$ cat src/rtl/fifo_fwft_stream.sv
// First-word-fall-through stream FIFO. Valid/ready handshake on both sides, occupancy count,
// almost-full/almost-empty flags, synchronous flush and a sticky overflow flag.
module fifo_fwft_stream #(
  parameter int DATA_W   = 8,
  parameter int ADDR_W   = 4,
  parameter int AF_LEVEL = 12,
  parameter int AE_LEVEL = 2
) (
  input  logic              clk,
  input  logic              reset_n,
  input  logic              flush,
  input  logic              err_clr,
  input  logic              wr_valid,
  output logic              wr_ready,
  input  logic [DATA_W-1:0] wr_data,
  output logic              rd_valid,
  input  logic              rd_ready,
  output logic [DATA_W-1:0] rd_data,
  output logic [ADDR_W:0]   count,
  output logic              almost_full,
  output logic              almost_empty,
  output logic              overflow
);

  localparam int DEPTH = 2 ** ADDR_W;
  localparam logic [ADDR_W:0] ONE = (ADDR_W + 1)'(1);

  logic [DATA_W-1:0] mem [DEPTH];

  logic [ADDR_W:0]   wr_ptr_q, wr_ptr_d;
  logic [ADDR_W:0]   rd_ptr_q, rd_ptr_d;
  logic [ADDR_W:0]   count_q, count_d;
  logic [DATA_W-1:0] rd_data_q, rd_data_d;
  logic              overflow_q, overflow_d;
  logic              full, empty, push, pop;

  assign full  = (wr_ptr_q[ADDR_W] != rd_ptr_q[ADDR_W]) &&
                 (wr_ptr_q[ADDR_W-1:0] == rd_ptr_q[ADDR_W-1:0]);
  assign empty = (wr_ptr_q == rd_ptr_q);

  // Flush cancels any transfer offered in the same cycle.
  assign push = reset_n & ~flush & wr_valid & ~full;
  assign pop  = reset_n & ~flush & rd_ready & ~empty;

  always_comb begin
    wr_ptr_d   = wr_ptr_q;
    rd_ptr_d   = rd_ptr_q;
    count_d    = count_q;
    rd_data_d  = '0;
    overflow_d = (wr_valid & full) | (overflow_q & ~err_clr);

    if (flush) begin
      wr_ptr_d = '0;
      rd_ptr_d = '0;
      count_d  = '0;
    end else begin
      if (push) wr_ptr_d = wr_ptr_q + ONE;
      if (pop)  rd_ptr_d = rd_ptr_q + ONE;
      case ({push, pop})
        2'b10:   count_d = count_q + ONE;
        2'b01:   count_d = count_q - ONE;
        default: count_d = count_q;
      endcase
    end

    // Head register: registered read at the next read pointer, bypassing a word that
    // is being written into the very slot that becomes the head.
    if (count_d == '0)
      rd_data_d = '0;
    else if (push && (wr_ptr_q == rd_ptr_d))
      rd_data_d = wr_data;
    else
      rd_data_d = mem[rd_ptr_d[ADDR_W-1:0]];
  end

  always_ff @(posedge clk) begin
    if (!reset_n) begin
      wr_ptr_q   <= '0;
      rd_ptr_q   <= '0;
      count_q    <= '0;
      rd_data_q  <= '0;
      overflow_q <= 1'b0;
    end else begin
      wr_ptr_q   <= wr_ptr_d;
      rd_ptr_q   <= rd_ptr_d;
      count_q    <= count_d;
      rd_data_q  <= rd_data_d;
      overflow_q <= overflow_d;
    end
  end

  always_ff @(posedge clk) begin
    if (push) mem[wr_ptr_q[ADDR_W-1:0]] <= wr_data;
  end

  assign wr_ready     = ~full;
  assign rd_valid     = ~empty;
  assign rd_data      = rd_data_q;
  assign count        = count_q;
  assign almost_full  = (count_q >= (ADDR_W + 1)'(AF_LEVEL));
  assign almost_empty = (count_q <= (ADDR_W + 1)'(AE_LEVEL));
  assign overflow     = overflow_q;

endmodule

$ cat config.mk
export PLATFORM = sky130hd
export DESIGN_NAME = fifo_fwft_stream
export DESIGN_NICKNAME = d
export VERILOG_FILES = /design/src/rtl/fifo_fwft_stream.sv
export SDC_FILE = /design/constraint.sdc
export NUM_CORES = 1
export LEC_CHECK = 0
export ABC_AREA = 1
export BUFFER_PORTS_ARGS = -buffer_cell sky130_fd_sc_hd__buf_2
export CAP_MARGIN = 20
export CORE_AREA = 3 3 82 162
export CTS_CLUSTER_SIZE = 24
export DETAILED_ROUTE_END_ITERATION = 7
export DIE_AREA = 0 0 85 165
export HOLD_SLACK_MARGIN = 0.02
export MAX_ROUTING_LAYER = met4
export PLACE_DENSITY = 0.87
export SLEW_MARGIN = 15
export SYNTH_ARGS = -nofsm -noshare
export SYNTH_HDL_FRONTEND = slang
export SYNTH_SLANG_ARGS = --single-unit
$ cat constraint.sdc
create_clock -name clk -period 3.9 [get_ports clk]
set_input_delay 0.585 -clock clk [delete_from_list [all_inputs] [get_ports clk]]
set_output_delay 0.585 -clock clk [all_outputs]
set_load 0.005 [all_outputs]
## Yosys cells after proc, flatten, opt, wreduce, memory -nomap -nowiden

Memories as Yosys holds them, arrays and structs flattened.
Index checks and enable logic that the tools add are counted.

| word-level totals | value |
|---|---|
| register bits | 24 |
| bits in latches | 0 |
| memory bits (writable) | 128 |
| bits in read-only memories | 0 |
| input bits | 14 |
| output and inout port bits | 18 |
| word-level logic and storage cells | 43 |
| memories | 1 |

| cells by class | value |
|---|---|
| $add $sub $neg | 4 |
| multiply operators | 0 |
| div/mod/pow operators | 0 |
| magnitude comparators | 2 |
| eq/ne operators | 6 |
| shift operators | 0 |
| muxes and demuxes | 7 |
| bitwise logic cells | 13 |
| reductions and logical operators | 5 |

Memory list:

| memory | words | bits a word | read ports | clocked after memory_dff | write ports | RTL line | RTL |
|---|---|---|---|---|---|---|---|
| mem | 16 | 8 | 1 | 0 | 1 | 28 | `logic [DATA_W-1:0] mem [DEPTH];` |

Operators by type and width:

| operator | number |
|---|---|
| adder 5 x 1 -> 5 bit (second input constant) | 3 |
| two-way mux 5 bit | 3 |
| == test 5 bit | 2 |
| one-hot mux 5 bit (2 select lines) | 1 |
| two-way mux 8 bit | 1 |
| bitwise AND 1 bit | 7 |
| greater-or-equal comparator 5 x 4 -> 1 bit (second input constant) | 1 |
| <= comparator 5 x 2 -> 1 bit (second input constant) | 1 |
| zero test 5 bit | 1 |
| NOT 1 bit | 5 |
| subtractor 5 x 1 -> 5 bit (second input constant) | 1 |
| == test 4 bit | 1 |
| OR reduction 2 bit | 2 |
| == test 2 x 1 -> 1 bit (second input constant) | 1 |
| == test 2 bit (second input constant) | 1 |
| logical AND 1 bit | 2 |
| two-way mux 1 bit | 2 |
| != test 1 bit | 1 |
| OR 1 bit | 1 |

## Depth between registers and ports, before layout

Gate-level depths: netlist of the first run.

| depth | value |
|---|---|
| word-level depth | 9 |
| gate-level depth with buffers | 24 |
| mapped depth without buffers | 22 |

## Least setup slack after synthesis of the first run

No wires, ideal clock.

| path | value |
|---|---|
| path kind | input to register |
| start point | input port reset_n |
| end point | register rd_data_q[0], in the netlist rd_data[0] |
| library setup time | 115 ps |
| arrival | 2933 ps |
| required time | 3785 ps |
| slack | 852 ps |
| stages | 20 |
| buffers on the path | 1 |
| cells stage by stage | inv_1 nor2_2 inv_2 nor2_1 nand2_1 ha_1 buf_2 xor2_1 ha_1 inv_1 nand2_1 nand2_1 o21ai_0 or2_2 nand2_1 xor2_1 nor2_1 nor2_1 o21bai_1 nor2_1 |

| on the way | value |
|---|---|
| cells in the longest elaborated chain, start to end | 8 |
| elaborated cells on any way between the ends | 18 |
| those cells by class | 3 x eq/ne; 5 x mux; 6 x bitwise; 3 x reduce/logical; 1 x memory |

RTL lines:

| element | RTL line | RTL |
|---|---|---|
| start: declaration | 10 | `input logic reset_n,` |
| parallel branches: the longest is 8 deep, another holds memory read (16 x 8 bit) | - |  |
| end signal: assignment | 87 | `rd_data_q <= rd_data_d;` |
| end: declaration | 33 | `logic [DATA_W-1:0] rd_data_q, rd_data_d;` |

Several ways; the timed one is not identified.
A chain may end at the register's enable or synchronous reset.

## Worst setup path in the final report of the first run

| path | value |
|---|---|
| start point | register wr_ptr_q[3] |
| end point | register rd_data_q[4], in the netlist rd_data[4] |

| on the way | value |
|---|---|
| cells in the longest elaborated chain, start to end | 9 |
| elaborated cells on any way between the ends | 19 |
| those cells by class | 5 x eq/ne; 5 x mux; 4 x bitwise; 4 x reduce/logical; 1 x memory |

RTL lines:

| element | RTL line | RTL |
|---|---|---|
| start: declaration | 30 | `logic [ADDR_W:0] wr_ptr_q, wr_ptr_d;` |
| start signal: assignment | 84 | `wr_ptr_q <= wr_ptr_d;` |
| parallel branches: the longest is 9 deep, another holds memory read (16 x 8 bit) | - |  |

Several ways; the timed one is not identified.

==> flow_metrics.py, run 1 <==
metrics = {
    "final_layout": {
        "drive_gt1_share_pct": 12.0,
        "final_area_sq_mm": 0.00806,
        "antennaDiodeCount": 0,
        "fin_util_pct": 66.1,
        "area_growth_pct": 11.3,
        "layout.nets": 812,
    },
    "run": {
        "cap_violations": 0,
    },
    "worst_setup_path": {
        "path_class": "reg2reg",
        "worst_setup_path_start_kind": "register",
        "cp_common_cell": "nand2_1",
        "cp-end-kind": "register",
        "slowest_delay_ps": 490,
        "cpMaxStageDelayCell": "dfxtp_1",
        "cp.arrival_ps": 3910,
        "cp_max_fo": 8,
        "cp.required_ps": 4220,
        "crit_chain": "inv_2 -> nand2_1 -> nand2_2 -> nor2_4 -> nand3b_1 -> nand2_1 -> ha_1 -> xor2_1 -> ha_1 -> inv_1 -> nand2_1 -> nand2_1 -> o21ai_0 -> or2_2 -> nand2_1 -> xor2_1 -> nor2_1 -> nor2_1 -> o21bai_1 -> nor2_1",
    },
    "yosys": {
        "yosysMostFrequentCell": "nand2_1",
        "postSynthNetCount": 790,
        "synth.area.top_cells": "edfxtp_1 (53%), nand2_1 (8.1%), dfxtp_1 (6.6%)",
        "async_flop_share_pct": 0,
        "synth-edff-count": 128,
        "netlist_area_sq_mm": 0.00724,
        "netlist.area_leader.share_pct": 53.1,
        "synthTopCellsByCount": "nand2_1 (156), edfxtp_1 (128), inv_1 (123), nand3_1 (92), nor2_1 (79)",
        "syn_inst": 768,
        "synth_ff_type": "edfxtp_1",
        "synth_seq_cells": 152,
        "yosysUniqueCellTypes": 35,
        "yosysSeqAreaShare_pct": 59.7,
        "avgSynthCellArea_sq_um": 9.43,
        "yosys_warnings": 0,
        "yosysTopAreaCell": "edfxtp_1",
    },
    "die": {
        "boundaryPins": 32,
        "die_w_microns": 85,
        "core_area_sq_mm": 0.0122,
        "initial_core_util_pct": 59.4,
        "std_cell_rows": 57,
        "die_h_microns": 165,
        "dieArea_sq_mm": 0.0140,
    },
    "sta": {
        "rsz0062_at_grt": "no",
        "tightest_slew_ps": 915,
        "skew_ps": 11.3,
        "drv_slew": 0,
        "slew_headroom_pct": 38.8,
        "max_freq_ghz": 0.279,
        "hold_violations": 0,
        "period_minus_slack_ps": 3590,
        "min_period_over_period_pct": 92.0,
        "setup_tns_ps": 0,
        "finalSetupViolations": 0,
    },
    "clocking": {
        "cts.sinks": 152,
        "cts_buffer_depth": 2,
        "holdBufCountCts": 0,
        "htree_levels": 4,
        "cts_tree": "yes",
        "postCtsSetupBuffers": 0,
        "ctsResizeCount": 0,
        "cts-root-buf": "clkbuf_16",
        "cts.clk_slew.worst_paths_ps": 60,
        "cts-buffers-inserted": 17,
        "clock_latency_ps": 430,
    },
    "global_routing": {
        "grt_max_degree": 42,
        "grt.overflow.total": 0,
        "antenna_found_initial": 0,
        "grt_usage_pct": 26.8,
        "grt_pass1_wl_microns": 27400,
        "grt_pass1_vias": 5307,
    },
    "routing": {
        "wire_per_inst_microns": 18.3,
        "vias": 5514,
        "totalWireLength_microns": 17400,
        "ant_nets": 0,
        "drt_iter0_drc": 809,
        "drc": 0,
        "avgViaCountPerCell": 5.80,
        "firstDrtPassIters": 7,
    },
    "power_and_ir_drop": {
        "power.leakage_nw": 3.50,
        "vdd_drop_max_v": 0.000316,
        "powerDensity_mw_per_mm2": 449,
    },
    "min_path": {
        "min_path_type": "in2reg",
    },
    "placement": {
        "port_buffers": 31,
        "place_congestion": 0.886,
        "placed_area_sq_mm": 0.00746,
        "dp_hpwl_microns": 11100,
    },
    "status": {
        "status": "finished clean",
    },
}
-- registers in the layout, indices dropped and copies added, names as in the netlist --
register and count:
count 5, overflow 1, rd_data 8, rd_ptr_q 5, mem 128, wr_ptr_q 5
-- metrics by stage --
stage | setup WS (ps) | total power, mW | hold slack, ps | cells
final | 311 | 3.62 | 443 | 950
after global routing | 36.7 | 3.70 | 491 | 950
after CTS | 359 | 3.62 | 452 | 950
after detailed placement | 274 | 1.99 | 498 | 918
after global placement | 342 | 1.99 | 478 | 918
after floorplan | 852 | 1.92 | 482 | 768
-- worst paths after layout --
path	slack, ps	depth (start not counted)	endpoint	from
worst max register to register	310	20	rd_data[4]$_SDFF_PP0_	wr_ptr_q[3]$_SDFFE_PP0P_
worst min register to register	500	2	overflow$_SDFF_PN0_	overflow$_SDFF_PN0_
worst min-delay path	440	4	overflow$_SDFF_PN0_	err_clr
worst max-delay path	310	20	rd_data[4]$_SDFF_PP0_	wr_ptr_q[3]$_SDFFE_PP0P_
-- cells in the final DEF (no fill, tap or decap) --
| cell type | n |
|---|---|
| xor2_1 | 4 |
| buf_4 | 7 |
| nor3b_1 | 1 |
| nand3_2 | 2 |
| a2111oi_0 | 1 |
| edfxtp_1 | 128 |
| buf_2 | 31 |
| clkinvlp_4 | 1 |
| o21ai_0 | 6 |
| nor2_2 | 3 |
| clkinv_4 | 5 |
| nor2_1 | 79 |
| nand4_1 | 42 |
| bufinv_16 | 2 |
| nor3_1 | 3 |
| inv_6 | 4 |
| dfxtp_1 | 24 |
| nand4_4 | 1 |
| a211oi_1 | 1 |
| nand3b_1 | 2 |
| a2bb2oi_1 | 1 |
| clkbuf_16 | 17 |
| clkbuf_8 | 1 |
| xnor2_1 | 4 |
| nand2_1 | 156 |
| o21ba_2 | 1 |
| o21bai_1 | 9 |
| o21ai_1 | 8 |
| a21oi_1 | 15 |
| or2_2 | 2 |
| inv_2 | 8 |
| clkinv_2 | 1 |
| nand3_1 | 92 |
| nand2_2 | 1 |
| ha_1 | 8 |
| inv_8 | 1 |
| nand2_4 | 2 |
| nand3_4 | 3 |
| inv_1 | 123 |
| nor2_4 | 3 |
-- layout make-up --
type | instances | area (sq um)
timing repair buffer | 38 | 208
multi-input combinational | 450 | 2250
sequential | 152 | 4320
tap | 147 | 184
clock buffer | 18 | 439
inverter | 131 | 492
fill | 863 | 4140
clock inverter | 14 | 163
-- cells by family after synthesis --
logic type,count (synthesis),synth area share (%)
buffers and inverters,166,9.24
adder cells (fa/ha/maj),8,1.38
XOR/XNOR,8,0.967
AO/OA/AOI/OAI,42,3.42
AND/OR/NAND/NOR,392,25.3
flip-flops,152,59.7
-- critical path, delay by kind of cell, from the launching register on --
family          cells  cell delay (ps)
compound gates      2              280
flops               1              490
fa+ha+maj           2              510
buf+inv             2              200
xor+xnor            2              270
simple gates       12             1730
-- layer usage --
| layer | global-route usage, % | share of wire (%) | vias to the layer above |
|---|---|---|---|
| met4 | 18.2 | 6.9 | 0 |
| li1 | - | - | 2583 |
| met3 | 5.09 | 8.3 | 88 |
| met5 | - | 0 | - |
| met2 | 45.1 | 51 | 364 |
| met1 | 28.0 | 33 | 2479 |
-- where the power goes --
group	internal, mW	switching (mW)	leakage [nW]	total (mW)
clock	0.974	0.687	0.294	1.66
sequential	1.77	0.00771	1.35	1.78
combinational	0.0520	0.129	1.86	0.181
No activity file was read; power rests on OpenSTA's default activity.
==> inputs of run 2 (changes only) <==
- ABC_CLOCK_PERIOD_IN_PS: unset -> 3500
- clock period: 3.9 -> 3.5 ns (I/O delays scaled with it)
==> run 2 against run 1 <==
- clock power up 2%
- die area is the same
- cell count up 0.74%
- setup slack worse by 39 ps
- total power rose by 7.3%
==> flow_metrics.py, run 2 (same netlist as run 1, synthesis figures left out) <==
metrics = {
    "final_layout": {
        "area_growth_pct": 11.6,
        "largest_register_ffs": 128,
        "drive_gt1_share_pct": 13.1,
        "fin_util_pct": 66.3,
        "most-common-layout-cells": "nand2_1 (156), edfxtp_1 (128), inv_1 (123)",
        "antennaDiodeCount": 0,
        "layout.nets": 819,
        "final_common_cell": "nand2_1",
    },
    "routing": {
        "firstDrtPassIters": 6,
        "drc": 0,
        "drt_iter0_drc": 646,
        "ant_nets": 0,
        "totalWireLength_microns": 17200,
        "avgViaCountPerCell": 5.75,
        "wire_per_inst_microns": 17.9,
        "vias": 5498,
    },
    "die": {
        "dieArea_sq_mm": 0.0140,
        "initial_core_util_pct": 59.4,
        "core_area_sq_mm": 0.0122,
        "die_w_microns": 85,
        "std_cell_rows": 57,
        "boundaryPins": 32,
        "die_h_microns": 165,
    },
    "sta": {
        "tightest_slew_ps": 878,
        "drv_slew": 0,
        "hold_violations": 0,
        "setup_tns_ps": 0,
        "max_freq_ghz": 0.310,
        "min_period_over_period_pct": 92.2,
        "skew_ps": 7.51,
        "period_minus_slack_ps": 3230,
        "finalSetupViolations": 0,
        "slew_headroom_pct": 41.2,
        "fin_ws_ps": 272,
        "rsz0062_at_grt": "no",
    },
    "global_routing": {
        "grt.overflow.total": 0,
        "antenna_found_initial": 0,
        "grt_usage_pct": 26.6,
        "grt_pass1_vias": 5475,
        "grt_pass1_wl_microns": 27200,
        "grt_max_degree": 42,
    },
    "worst_setup_path": {
        "critPathTopFamily": "simple AND/OR/NAND/NOR gates",
        "cp-end-kind": "register",
        "cpMaxStageDelayCell": "dfxtp_1",
        "cp_max_fo": 8,
        "slowest_delay_ps": 440,
        "crit_chain": "inv_1 -> nand2_1 -> nand2_1 -> nor2_4 -> nand3_4 -> nand2_4 -> inv_1 -> ha_1 -> xor2_1 -> ha_1 -> inv_1 -> nand2_1 -> nand2_1 -> o21ai_0 -> or2_2 -> nand2_1 -> xor2_1 -> nor2_1 -> nor2_1 -> buf_4 -> o21bai_1 -> nor2_1",
        "worst_setup_path_start_kind": "register",
        "cp.required_ps": 3810,
        "cp.arrival_ps": 3540,
        "critical_path_buf_inv_count": 4,
        "cp_common_cell": "nand2_1",
        "path_class": "reg2reg",
    },
    "power_and_ir_drop": {
        "vdd_drop_max_v": 0.000384,
        "totalPowerFinal_mw": 3.89,
        "powerDensity_mw_per_mm2": 481,
        "power.leakage_nw": 3.51,
    },
    "clocking": {
        "htree_levels": 4,
        "ctsResizeCount": 0,
        "cts.sinks": 152,
        "postCtsSetupBuffers": 0,
        "clock_latency_ps": 430,
        "cts.clk_slew.worst_paths_ps": 60,
        "cts_tree": "yes",
        "cts-root-buf": "clkbuf_16",
        "cts_buffer_depth": 2,
        "cts-buffers-inserted": 17,
        "holdBufCountCts": 0,
    },
    "min_path": {
        "min_path_type": "in2reg",
    },
    "placement": {
        "port_buffers": 31,
        "place_congestion": 0.924,
        "dp_hpwl_microns": 11300,
        "pre_cts_ws_ps": 229,
    },
    "run": {
        "cap_violations": 0,
    },
    "status": {
        "status": "finished clean",
    },
}
==> run 2: worst paths after layout <==
kind	endpoint	startpoint	depth (start not counted)	slack [ps]
max	rd_data[2]$_SDFF_PP0_	rd_ptr_q[2]$_SDFF_PN0_	22	270
min reg2reg	overflow$_SDFF_PN0_	overflow$_SDFF_PN0_	2	510
max reg2reg	rd_data[2]$_SDFF_PP0_	rd_ptr_q[2]$_SDFF_PN0_	22	270
min	overflow$_SDFF_PN0_	err_clr	4	410
==> run 2: worst register-to-register path, delay by kind of cell (launching register included) <==
kind            cells  cell delay, ps
xor+xnor            2             330
simple gates       12            1350
fa+ha+maj           2             390
flops               1             440
buf+inv             4             420
compound gates      2             210
==> run 2: layout make-up <==
cell class,count,area (sq um)
clock buffer,18,439
multi-input combinational,450,2250
inverter,131,492
fill,867,4110
timing repair buffer,45,273
tap,147,184
clock inverter,14,116
sequential,152,4330
==> run 2: metal layers <==
layer	global-route usage (%)	part of all wire [%]	vias up
li1	-	-	2593
met1	27.4	34	2533
met2	45.4	53	287
met3	5.09	7.5	85
met4	17.4	6.0	0
met5	-	0	-
==> run 2: metrics by stage <==
stage	instance area (sq um)	hold slack, ps	instances
floorplan	7240	482	768
global placement	7520	484	925
detailed placement	7520	504	925
CTS	8080	406	957
global route	8080	433	957
finish	8080	410	957
==> run 2: power by group <==
part           leakage [nW]  internal, mW  switching, mW
registers              1.35          1.97        0.00870
clock network         0.269         0.942          0.759
logic                  1.90        0.0612          0.142
==> inputs of run 3 (changes only) <==
- ABC_AREA: 1 -> unset
- CORE_AREA: 3 3 82 162 -> 3 3 80 158
- DIE_AREA: 0 0 85 165 -> 0 0 83 161
==> run 3 against run 2 <==
- cell count shrank 24%
- first-iteration DRC count fell by 25%
- setup slack got worse by 98 ps
- global-route usage is 0.55 points higher
- clock-buffer cell count is 1 lower
- register-to-register slack lost 98 ps
- core utilization grew 2.4 points
- sequential power barely moved
- flip-flop and latch count did not move
- critical path depth decreased by 5
- largest power group unchanged
- non-clock buffer count increased by 23
- critical endpoint unchanged
==> flow_metrics.py, run 3 <==
metrics = {
    "placement": {
        "port_buffers": 31,
        "placed_area_sq_mm": 0.00736,
        "dp_hpwl_microns": 11400,
        "place_congestion": 0.945,
        "pre_cts_ws_ps": 56.4,
    },
    "final_layout": {
        "antennaDiodeCount": 0,
        "final_common_cell": "edfxtp_1",
        "layout.nets": 590,
        "largest_register_ffs": 128,
        "fin_util_pct": 68.6,
        "most-common-layout-cells": "edfxtp_1 (128), o211ai_1 (43), buf_4 (37)",
        "area_growth_pct": 15.5,
        "drive_gt1_share_pct": 21.7,
        "final_area_sq_mm": 0.00798,
        "num-fill-cells": 803,
    },
    "worst_setup_path": {
        "path_class": "reg2reg",
        "cp-startpoint": "wr_ptr_q[1]$_SDFFE_PP0P_",
        "cp_max_fo": 8,
        "crit_chain": "xnor2_2 -> and4_4 -> nand2_2 -> nand2_4 -> nor2_4 -> inv_1 -> ha_1 -> xor2_1 -> ha_2 -> a21oi_2 -> xor2_1 -> nor2_1 -> xnor2_1 -> a311o_1 -> o211a_4 -> a41oi_4 -> a22o_1",
        "cp.arrival_ps": 3680,
        "slowest_delay_ps": 360,
        "worst_setup_path_start_kind": "register",
        "cp.required_ps": 3860,
        "cp-end-kind": "register",
        "r2r-start": "wr_ptr_q[1]$_SDFFE_PP0P_",
        "cp_common_cell": "xor2_1",
        "cpMaxStageDelayCell": "dfxtp_2",
    },
    "die": {
        "core_area_sq_mm": 0.0116,
        "initial_core_util_pct": 59.4,
        "die_w_microns": 83,
        "std_cell_rows": 56,
        "die_h_microns": 161,
        "boundaryPins": 32,
        "dieArea_sq_mm": 0.0134,
    },
    "routing": {
        "wire_per_inst_microns": 23.6,
        "ant_nets": 0,
        "firstDrtPassIters": 5,
        "avgViaCountPerCell": 6.79,
        "drt_iter0_drc": 487,
        "drc": 0,
        "vias": 4921,
        "totalWireLength_microns": 17100,
    },
    "yosys": {
        "yosysMostFrequentCell": "edfxtp_1",
        "synth-edff-count": 128,
        "yosys_warnings": 0,
        "synth.area.mux_share_pct": 4.47,
        "yosysSeqAreaShare_pct": 62.6,
        "synth_top_family_by_area": "compound AO/OA/AOI/OAI gates",
        "avgSynthCellArea_sq_um": 13.3,
        "synth.area.top_cells": "edfxtp_1 (56%), dfxtp_1 (7.0%), o211ai_1 (4.7%)",
        "synthTopCellsByCount": "edfxtp_1 (128), o211ai_1 (43), nor2_1 (33), clkbuf_1 (26), dfxtp_1 (24)",
        "synth_seq_cells": 152,
        "synth_xor_area_share_pct": 2.26,
        "postSynthNetCount": 542,
        "synthSimpleGateAreaFrac_pct": 8.27,
        "syn_inst": 520,
        "async_flop_share_pct": 0,
        "yosysUniqueCellTypes": 58,
        "synth_ff_type": "edfxtp_1",
        "netlist_area_sq_mm": 0.00691,
        "netlist.area_leader.share_pct": 55.6,
        "synth_fa_ha_area_share_pct": 1.45,
        "yosysTopAreaCell": "edfxtp_1",
        "synth_compound_area_share_pct": 17.9,
    },
    "sta": {
        "rsz0062_at_grt": "no",
        "period_minus_slack_ps": 3330,
        "slew_headroom_pct": 46.5,
        "finalSetupViolations": 0,
        "drv_slew": 0,
        "setup_tns_ps": 0,
        "skew_ps": 7.53,
        "fin_ws_ps": 174,
        "hold_violations": 0,
        "tightest_slew_ps": 800,
        "min_period_over_period_pct": 95.0,
        "max_freq_ghz": 0.301,
    },
    "clocking": {
        "cts-root-buf": "clkbuf_16",
        "clock_latency_ps": 420,
        "cts.sinks": 152,
        "cts-buffers-inserted": 17,
        "htree_levels": 4,
        "cts_buffer_depth": 2,
        "cts_tree": "yes",
        "cts.clk_slew.worst_paths_ps": 70,
    },
    "power_and_ir_drop": {
        "powerDensity_mw_per_mm2": 490,
        "power.leakage_nw": 2.75,
        "vdd_drop_max_v": 0.000367,
        "totalPowerFinal_mw": 3.91,
    },
    "global_routing": {
        "grt_pass1_wl_microns": 27000,
        "grt_pass1_vias": 4900,
        "grt_max_degree": 33,
        "antenna_found_initial": 0,
        "grt_usage_pct": 27.1,
        "grt.overflow.total": 0,
    },
    "min_path": {
        "min_path_type": "in2reg",
        "min_from": "err_clr",
    },
    "run": {
        "cap_violations": 0,
    },
    "status": {
        "status": "finished clean",
    },
}
[run 3: cell count changes after synthesis, sizes merged, moves of 17 or more]
cell	previous run	this run
nand4	43	2
nand2	159	21
mux2i	0	17
nand3	97	15
inv	131	8
o211ai	0	45
nor2	85	33
nor2b	0	18
[run 3: area by class of cell]
cell class,instances,area (sq um),share of cell area [%]
Multi-Input combinational cell,321,2440,30.6
Clock buffer,17,425,5.33
Timing Repair Buffer,68,433,5.42
Inverter,8,30.0,0.376
Clock inverter,14,140,1.76
Sequential cell,152,4330,54.2
Tap cell,145,181,2.27
[run 3: kinds of logic after synthesis]
group | count (synthesis)
xor+xnor | 17
mux | 27
fa+ha+maj | 8
compound gates | 155
simple gates | 114
buf+inv | 47
flops | 152
[run 3: worst paths after layout]
kind                           endpoint  slack (ps)  depth (start not counted)
setup reg to reg  rd_data[2]$_SDFF_PP0_         170                         17
hold reg to reg     overflow$_SDFF_PN0_         490                          2
setup / recovery  rd_data[2]$_SDFF_PP0_         170                         17
hold / removal      overflow$_SDFF_PN0_         400                          4
[run 3: critical path: cells and delay by family (launching register included)]
kind                       cells  cell delay [ps]
AOI/OAI and AO/OA              5             1170
xor gates and xnor gates       4              640
adders and majority gates      2              430
buffers and inverters          1               60
DFF                            1              360
and+or+nand+nor                5              590
[run 3: what timing repair did]
| item | CTS | global route |
|---|---|---|
| hold buffers | 0 | 0 |
| pin swaps | 1 | 0 |
| gates cloned | 0 | 0 |
| resized for setup | 0 | 11 |
| endpoints found under the setup margin | 1 | 8 |
| setup buffers | 1 | 0 |
[run 3: report_power, final]
part / internal (mW) / leakage (nW) / switching, mW / total [mW]
clock network: 0.995 / 0.274 / 0.770 / 1.77
logic: 0.0563 / 1.13 / 0.120 / 0.176
registers: 1.97 / 1.35 / 0.00441 / 1.97
total: 3.02 / 2.75 / 0.894 / 3.91
[run 3: through the flow]
step           hold WS (ps)  std cells
2_1_floorplan           471        520
3_3_place_gp            477        693
3_5_place_dp            476        693
4_1_cts                 389        725
5_1_grt                 413        725
6_report                400        725
[run 3: routing by layer]
metal / up-vias / part of all wire [%] / routed length (microns) / track usage [%]
met5: - / 0 / 0 / -
met4: 0 / 5.4 / 930 / 14.8
met3: 68 / 6.8 / 1160 / 5.31
met2: 283 / 54 / 9290 / 46.9
met1: 2405 / 34 / 5740 / 28.9
li1: 2165 / - / - / -
